==> config.mk <==
export PLATFORM = sky130hd
export DESIGN_NAME = mips_multi_cycle_controller
export DESIGN_NICKNAME = d
export VERILOG_FILES = /design/src/rtl/mips_multi_cycle_controller.sv
export SDC_FILE = /design/constraint.sdc
export NUM_CORES = 1
export LEC_CHECK = 0
export ABC_AREA = 1
export BUFFER_PORTS_ARGS = -buffer_cell sky130_fd_sc_hd__buf_2
export CAP_MARGIN = 10
export CORE_UTILIZATION = 35
export DETAILED_ROUTE_END_ITERATION = 10
export GPL_ROUTABILITY_DRIVEN = 1
export SETUP_SLACK_MARGIN = 0.4
export SLEW_MARGIN = 20
export SYNTH_ARGS = -nofsm -noshare
export SYNTH_HDL_FRONTEND = slang
export SYNTH_SLANG_ARGS = --single-unit
==> constraint.sdc <==
create_clock -name clock -period 2 [get_ports clock]
set_input_delay 0.5 -clock clock [delete_from_list [all_inputs] [get_ports clock]]
set_output_delay 0.5 -clock clock [all_outputs]
set_load 0.01 [all_outputs]
==> src/rtl/mips_multi_cycle_controller.sv <==
// mips_multi_cycle_controller
// Moore control FSM for the multi-cycle MIPS datapath. It steps one state per
// cycle and drives every mux select, write enable and the ALU operation.
// Control outputs are flops loaded from the decode of the next state, so each
// state's controls appear on flop outputs for exactly the cycle the FSM is in it.
// The only combinational outputs are illegal_op, and the matching inst_done,
// while in ID. They depend on the IR contents, which only become valid in ID.
module mips_multi_cycle_controller #(
    parameter logic [1:0] RA_SEL  = 2'b10,
    parameter int         STATE_W = 4
) (
    input  logic       clock,
    input  logic       rst,
    input  logic [5:0] opcode,
    input  logic [5:0] func,
    input  logic       zero,
    output logic       pc_write,
    output logic       pc_write_cond,
    output logic       i_or_d,
    output logic       mem_read,
    output logic       mem_write,
    output logic       ir_write,
    output logic [1:0] reg_dst,
    output logic [1:0] mem_to_reg,
    output logic       reg_write,
    output logic       alu_src_a,
    output logic [1:0] alu_src_b,
    output logic [2:0] alu_ctrl,
    output logic [1:0] pc_src,
    output logic       inst_done,
    output logic       illegal_op
);

    localparam logic [5:0] OP_R    = 6'b000000;
    localparam logic [5:0] OP_LW   = 6'b100011;
    localparam logic [5:0] OP_SW   = 6'b101011;
    localparam logic [5:0] OP_BEQ  = 6'b000100;
    localparam logic [5:0] OP_J    = 6'b000010;
    localparam logic [5:0] OP_JAL  = 6'b000011;
    localparam logic [5:0] OP_ADDI = 6'b001000;
    localparam logic [5:0] OP_SLTI = 6'b001010;

    localparam logic [5:0] F_ADD = 6'b100000;
    localparam logic [5:0] F_SUB = 6'b100010;
    localparam logic [5:0] F_AND = 6'b100100;
    localparam logic [5:0] F_OR  = 6'b100101;
    localparam logic [5:0] F_SLT = 6'b101010;
    localparam logic [5:0] F_JR  = 6'b001000;

    localparam logic [2:0] ALU_ADD = 3'b010;
    localparam logic [2:0] ALU_SUB = 3'b110;
    localparam logic [2:0] ALU_AND = 3'b000;
    localparam logic [2:0] ALU_OR  = 3'b001;
    localparam logic [2:0] ALU_SLT = 3'b111;

    typedef enum logic [STATE_W-1:0] {
        S_IF,
        S_ID,
        S_EX_R,
        S_WB_R,
        S_EX_I,
        S_WB_I,
        S_MEM_ADDR,
        S_MEM_RD,
        S_WB_LW,
        S_MEM_WR,
        S_BR,
        S_JMP,
        S_JAL,
        S_JR
    } state_t;

    typedef struct packed {
        logic       pc_write;
        logic       pc_write_cond;
        logic       i_or_d;
        logic       mem_read;
        logic       mem_write;
        logic       ir_write;
        logic [1:0] reg_dst;
        logic [1:0] mem_to_reg;
        logic       reg_write;
        logic       alu_src_a;
        logic [1:0] alu_src_b;
        logic [2:0] alu_ctrl;
        logic [1:0] pc_src;
        logic       inst_done;
    } ctrl_t;

    state_t state_q, state_d;
    logic   active_q, active_d;
    ctrl_t  ctrl_q, ctrl_d;

    logic       r_alu_ok;
    logic [2:0] r_alu_ctrl;
    logic       op_legal;
    logic       illegal_now;
    logic       unused_zero;

    // The branch decision is made in the datapath by ANDing pc_write_cond with zero.
    // The port is kept so the controller and datapath share the same interface.
    assign unused_zero = zero;

    // Decode the IR fields: the R-type function-to-ALU mapping and whether the opcode/func pair is supported.
    always_comb begin
        r_alu_ok   = 1'b1;
        r_alu_ctrl = ALU_ADD;
        op_legal   = 1'b0;
        case (func)
            F_ADD:   r_alu_ctrl = ALU_ADD;
            F_SUB:   r_alu_ctrl = ALU_SUB;
            F_AND:   r_alu_ctrl = ALU_AND;
            F_OR:    r_alu_ctrl = ALU_OR;
            F_SLT:   r_alu_ctrl = ALU_SLT;
            default: r_alu_ok   = 1'b0;
        endcase
        case (opcode)
            OP_R:                                               op_legal = r_alu_ok || (func == F_JR);
            OP_LW, OP_SW, OP_BEQ, OP_J, OP_JAL, OP_ADDI, OP_SLTI: op_legal = 1'b1;
            default:                                            op_legal = 1'b0;
        endcase
    end

    // Next-state logic. The first edge after reset release only enters IF, and any unknown state falls back to IF.
    always_comb begin
        state_d  = S_IF;
        active_d = 1'b1;
        if (active_q) begin
            case (state_q)
                S_IF: state_d = S_ID;
                S_ID: begin
                    case (opcode)
                        OP_R: begin
                            if (func == F_JR) begin
                                state_d = S_JR;
                            end else if (r_alu_ok) begin
                                state_d = S_EX_R;
                            end else begin
                                state_d = S_IF;
                            end
                        end
                        OP_ADDI, OP_SLTI: state_d = S_EX_I;
                        OP_LW, OP_SW:     state_d = S_MEM_ADDR;
                        OP_BEQ:           state_d = S_BR;
                        OP_J:             state_d = S_JMP;
                        OP_JAL:           state_d = S_JAL;
                        default:          state_d = S_IF;
                    endcase
                end
                S_EX_R:     state_d = S_WB_R;
                S_EX_I:     state_d = S_WB_I;
                S_MEM_ADDR: state_d = (opcode == OP_LW) ? S_MEM_RD : S_MEM_WR;
                S_MEM_RD:   state_d = S_WB_LW;
                default:    state_d = S_IF;
            endcase
        end
    end

    // Control decode of the state being entered. It is registered, so it shows up during that state's cycle.
    always_comb begin
        ctrl_d = '0;
        case (state_d)
            S_IF: begin
                ctrl_d.mem_read  = 1'b1;
                ctrl_d.ir_write  = 1'b1;
                ctrl_d.pc_write  = 1'b1;
                ctrl_d.alu_src_b = 2'b01;
                ctrl_d.alu_ctrl  = ALU_ADD;
            end
            S_ID: begin
                ctrl_d.alu_src_b = 2'b11;
                ctrl_d.alu_ctrl  = ALU_ADD;
            end
            S_EX_R: begin
                ctrl_d.alu_src_a = 1'b1;
                ctrl_d.alu_src_b = 2'b00;
                ctrl_d.alu_ctrl  = r_alu_ctrl;
            end
            S_WB_R: begin
                ctrl_d.reg_dst   = 2'b01;
                ctrl_d.reg_write = 1'b1;
                ctrl_d.inst_done = 1'b1;
            end
            S_EX_I: begin
                ctrl_d.alu_src_a = 1'b1;
                ctrl_d.alu_src_b = 2'b10;
                ctrl_d.alu_ctrl  = (opcode == OP_SLTI) ? ALU_SLT : ALU_ADD;
            end
            S_WB_I: begin
                ctrl_d.reg_write = 1'b1;
                ctrl_d.inst_done = 1'b1;
            end
            S_MEM_ADDR: begin
                ctrl_d.alu_src_a = 1'b1;
                ctrl_d.alu_src_b = 2'b10;
                ctrl_d.alu_ctrl  = ALU_ADD;
            end
            S_MEM_RD: begin
                ctrl_d.i_or_d   = 1'b1;
                ctrl_d.mem_read = 1'b1;
            end
            S_WB_LW: begin
                ctrl_d.mem_to_reg = 2'b01;
                ctrl_d.reg_write  = 1'b1;
                ctrl_d.inst_done  = 1'b1;
            end
            S_MEM_WR: begin
                ctrl_d.i_or_d    = 1'b1;
                ctrl_d.mem_write = 1'b1;
                ctrl_d.inst_done = 1'b1;
            end
            S_BR: begin
                ctrl_d.alu_src_a     = 1'b1;
                ctrl_d.alu_src_b     = 2'b00;
                ctrl_d.alu_ctrl      = ALU_SUB;
                ctrl_d.pc_write_cond = 1'b1;
                ctrl_d.pc_src        = 2'b01;
                ctrl_d.inst_done     = 1'b1;
            end
            S_JMP: begin
                ctrl_d.pc_write  = 1'b1;
                ctrl_d.pc_src    = 2'b10;
                ctrl_d.inst_done = 1'b1;
            end
            S_JAL: begin
                ctrl_d.pc_write   = 1'b1;
                ctrl_d.pc_src     = 2'b10;
                ctrl_d.reg_write  = 1'b1;
                ctrl_d.reg_dst    = RA_SEL;
                ctrl_d.mem_to_reg = 2'b10;
                ctrl_d.inst_done  = 1'b1;
            end
            S_JR: begin
                ctrl_d.pc_write  = 1'b1;
                ctrl_d.pc_src    = 2'b11;
                ctrl_d.inst_done = 1'b1;
            end
            default: ctrl_d = '0;
        endcase
    end

    // State and control registers. An asynchronous reset clears the controls at once, so no partial write can complete.
    always_ff @(posedge clock or negedge rst) begin
        if (!rst) begin
            state_q  <= S_IF;
            active_q <= 1'b0;
            ctrl_q   <= '0;
        end else begin
            state_q  <= state_d;
            active_q <= active_d;
            ctrl_q   <= ctrl_d;
        end
    end

    assign illegal_now = rst && active_q && (state_q == S_ID) && !op_legal;

    assign pc_write      = ctrl_q.pc_write;
    assign pc_write_cond = ctrl_q.pc_write_cond;
    assign i_or_d        = ctrl_q.i_or_d;
    assign mem_read      = ctrl_q.mem_read;
    assign mem_write     = ctrl_q.mem_write;
    assign ir_write      = ctrl_q.ir_write;
    assign reg_dst       = ctrl_q.reg_dst;
    assign mem_to_reg    = ctrl_q.mem_to_reg;
    assign reg_write     = ctrl_q.reg_write;
    assign alu_src_a     = ctrl_q.alu_src_a;
    assign alu_src_b     = ctrl_q.alu_src_b;
    assign alu_ctrl      = ctrl_q.alu_ctrl;
    assign pc_src        = ctrl_q.pc_src;
    assign inst_done     = ctrl_q.inst_done | illegal_now;
    assign illegal_op    = illegal_now;

endmodule

==> results.yml <==
die:
  initial_core_util_pct: 36.9
  chipWidth_um: 67.1
  io-pin-count: 36
  die_area_um2: 4510
  row_count: 23
  fp.dieH_um: 67.1
  core-area_um2: 4030
global_routing:
  antenna_found_initial: 0
  gr-total-overflow: 0
  grt_pass1_vias: 1274
  grt_pass1_wl_mm: 5.13
  groute.usage.overall_pct: 15.0
  grt_start_max_net_pins: 25
sta:
  final_hold_viol_count: 0
  slew_violations: 0
  grt_setup_unrepaired: "yes"
  period_share_pct: 108
  min_period_ns: 2.17
  setup_violations: 2
  clock_skew_ns: 0.00265
  fin_setup_tns_ns: -0.266
  timing.fmax_mhz: 461
  setup_slack_ns: -0.168
detailed_routing:
  drc: 0
  drt-wirelength-per-cell_um: 11.3
  vias: 1373
  wirelength_mm: 3.46
  via_per_inst: 4.49
  first_iter_violations: 85
  ant_nets: 0
  drt_pass1_iterations: 4
logic_synthesis:
  yosys_warnings: 0
  synth_area_um2: 1490
  ys_ff_latch: 24
  syn-instance-count: 192
  yosysUniqueCellTypes: 24
  synth_nets: 207
  synth_area_per_cell_um2: 7.74
  seq_area_frac_synth_pct: 40.4
cts:
  path_clk_slew_ns: 0.09
  cts_tree: "done"
  htreeDepth: 1
  clockRootBuffer: "clkbuf_8"
  clock_sinks: 24
  insertion_delay_ns: 0.26
  cts_buffers: 3
  clock_path_buffers: 2
finish:
  instances_no_fill: 306
  nets: 272
  layout_common_cells: "buf_4, buf_2, dfrtp_1"
  finish.utilization_pct: 58.4
  largest_reg_flops: 4
  n_fill_cell: 352
  antenna_cells: 0
  final_common_cell: "buf_4"
  drive_gt1_share_pct: 63.3
  regMostFlops: "state_q"
  area_growth_pct: 58.4
power_and_ir_drop:
  p_total_mw: 1.22
  p_leak_nw: 1.29
  ir_drop_mv: 0.286
  power_density_nw_per_um2: 517
critical_path:
  arrival_ns: 1.67
  rr_startpoint: "state_q[0]"
  path_class: "reg2out"
  r2r-end: "ctrl_q[0]"
  end_kind: "output pin"
  startpoint_type: "flip-flop"
  cp-startpoint: "state_q[0]"
  worstRegToRegCells: 12
  ff2ff_setup_slack_ns: 0.16
  worst_ep_required_time_ns: 1.50
  cp_max_fo: 2
place:
  hpwl_mm: 2.27
  gp_congestion: 0.734
  dpl.cell_count: 283
  io_buffer_count: 34
worst_hold_path:
  hp-class: "in2async"
run:
  drv_cap: 0
run_status:
  status: "complete, but fails checks"
  violations: "setup timing"
[cells by family (layout without fill, tap and decap cells)]
kind of cell,Yosys count,count (layout),synth area share (%)
AOI/OAI and AO/OA,9,9,3.87
buffers and inverters,45,109,14.5
DFF,24,24,40.4
other,1,1,0.252
and+or+nand+nor,113,113,40.9
[synth_stat cells, drive strengths merged]
library cell	number	area (um2)
a21boi	1	7.51
a21o	1	7.51
a21oi	1	5.00
buf	11	82.6
conb	1	3.75
dfrtp	24	601
inv	34	133
nand2	47	229
nand3	20	110
nand3b	1	7.51
nand4	3	18.8
nor2	40	215
nor4	1	21.3
o21ai	6	37.5
or2	1	6.26
[per-stage QoR]
step	instance area (um2)	setup WS, ns	hold slack, ns
floorplan	1500	0.241	0.204
global placement	1780	-0.111	0.550
detailed placement	1780	-0.117	0.554
CTS	2050	-0.205	0.267
global route	2350	-0.308	0.287
finish	2350	-0.168	0.265
[report_power, final]
part	leakage, nW	switching (mW)	total (mW)	internal (mW)
sequential	0.313	0.00668	0.512	0.505
combinational	0.937	0.157	0.284	0.127
clock	0.0357	0.153	0.421	0.267
total	1.29	0.317	1.22	0.899
[worst max path at each step]
stage / endpoint / slack (ns) / depth (start not counted)
CTS: inst_done / -0.20 / 8
finish: inst_done / -0.17 / 8
global placement: inst_done / -0.11 / 9
detailed placement: inst_done / -0.12 / 9
global route: inst_done / -0.31 / 7
floorplan: inst_done / 0.24 / 6
[layer usage]
metal  vias up  share of wire [%]  GRT usage (%)
li1        706                  -              -
met1       625                 40           17.8
met2        36                 55           26.9
met3         6                3.1           2.03
met4         0                2.3           6.12
met5         -                  0              0
[layout make-up]
class,count,area (um2),area share [%]
repair buffers,71,537,22.8
clock inverters,1,30.0,1.28
well taps,50,62.6,2.66
clock buffers,3,41.3,1.76
inverters,34,143,6.06
multi-input cells,123,938,39.9
flip-flops and latches,24,601,25.5
[repair_timing]
action,4_1_cts,5_1_grt
hold endpoints to repair,0,0
setup endpoints to repair,19,21
setup buffers,8,11
gates resized for setup,36,61
pin swaps,13,17
hold buffers,0,0
[critical path: stages, from the launching register on]
cell and delay, ns:
dfrtp_1 0.38, inv_2 0.06, nor4_4 0.30, nand3_1 0.12, nor2_1 0.11, nand4_1 0.16, inv_2 0.09, or2_4 0.11
buf_6 0.09
Note: power is estimated with default switching activity, not from simulation.
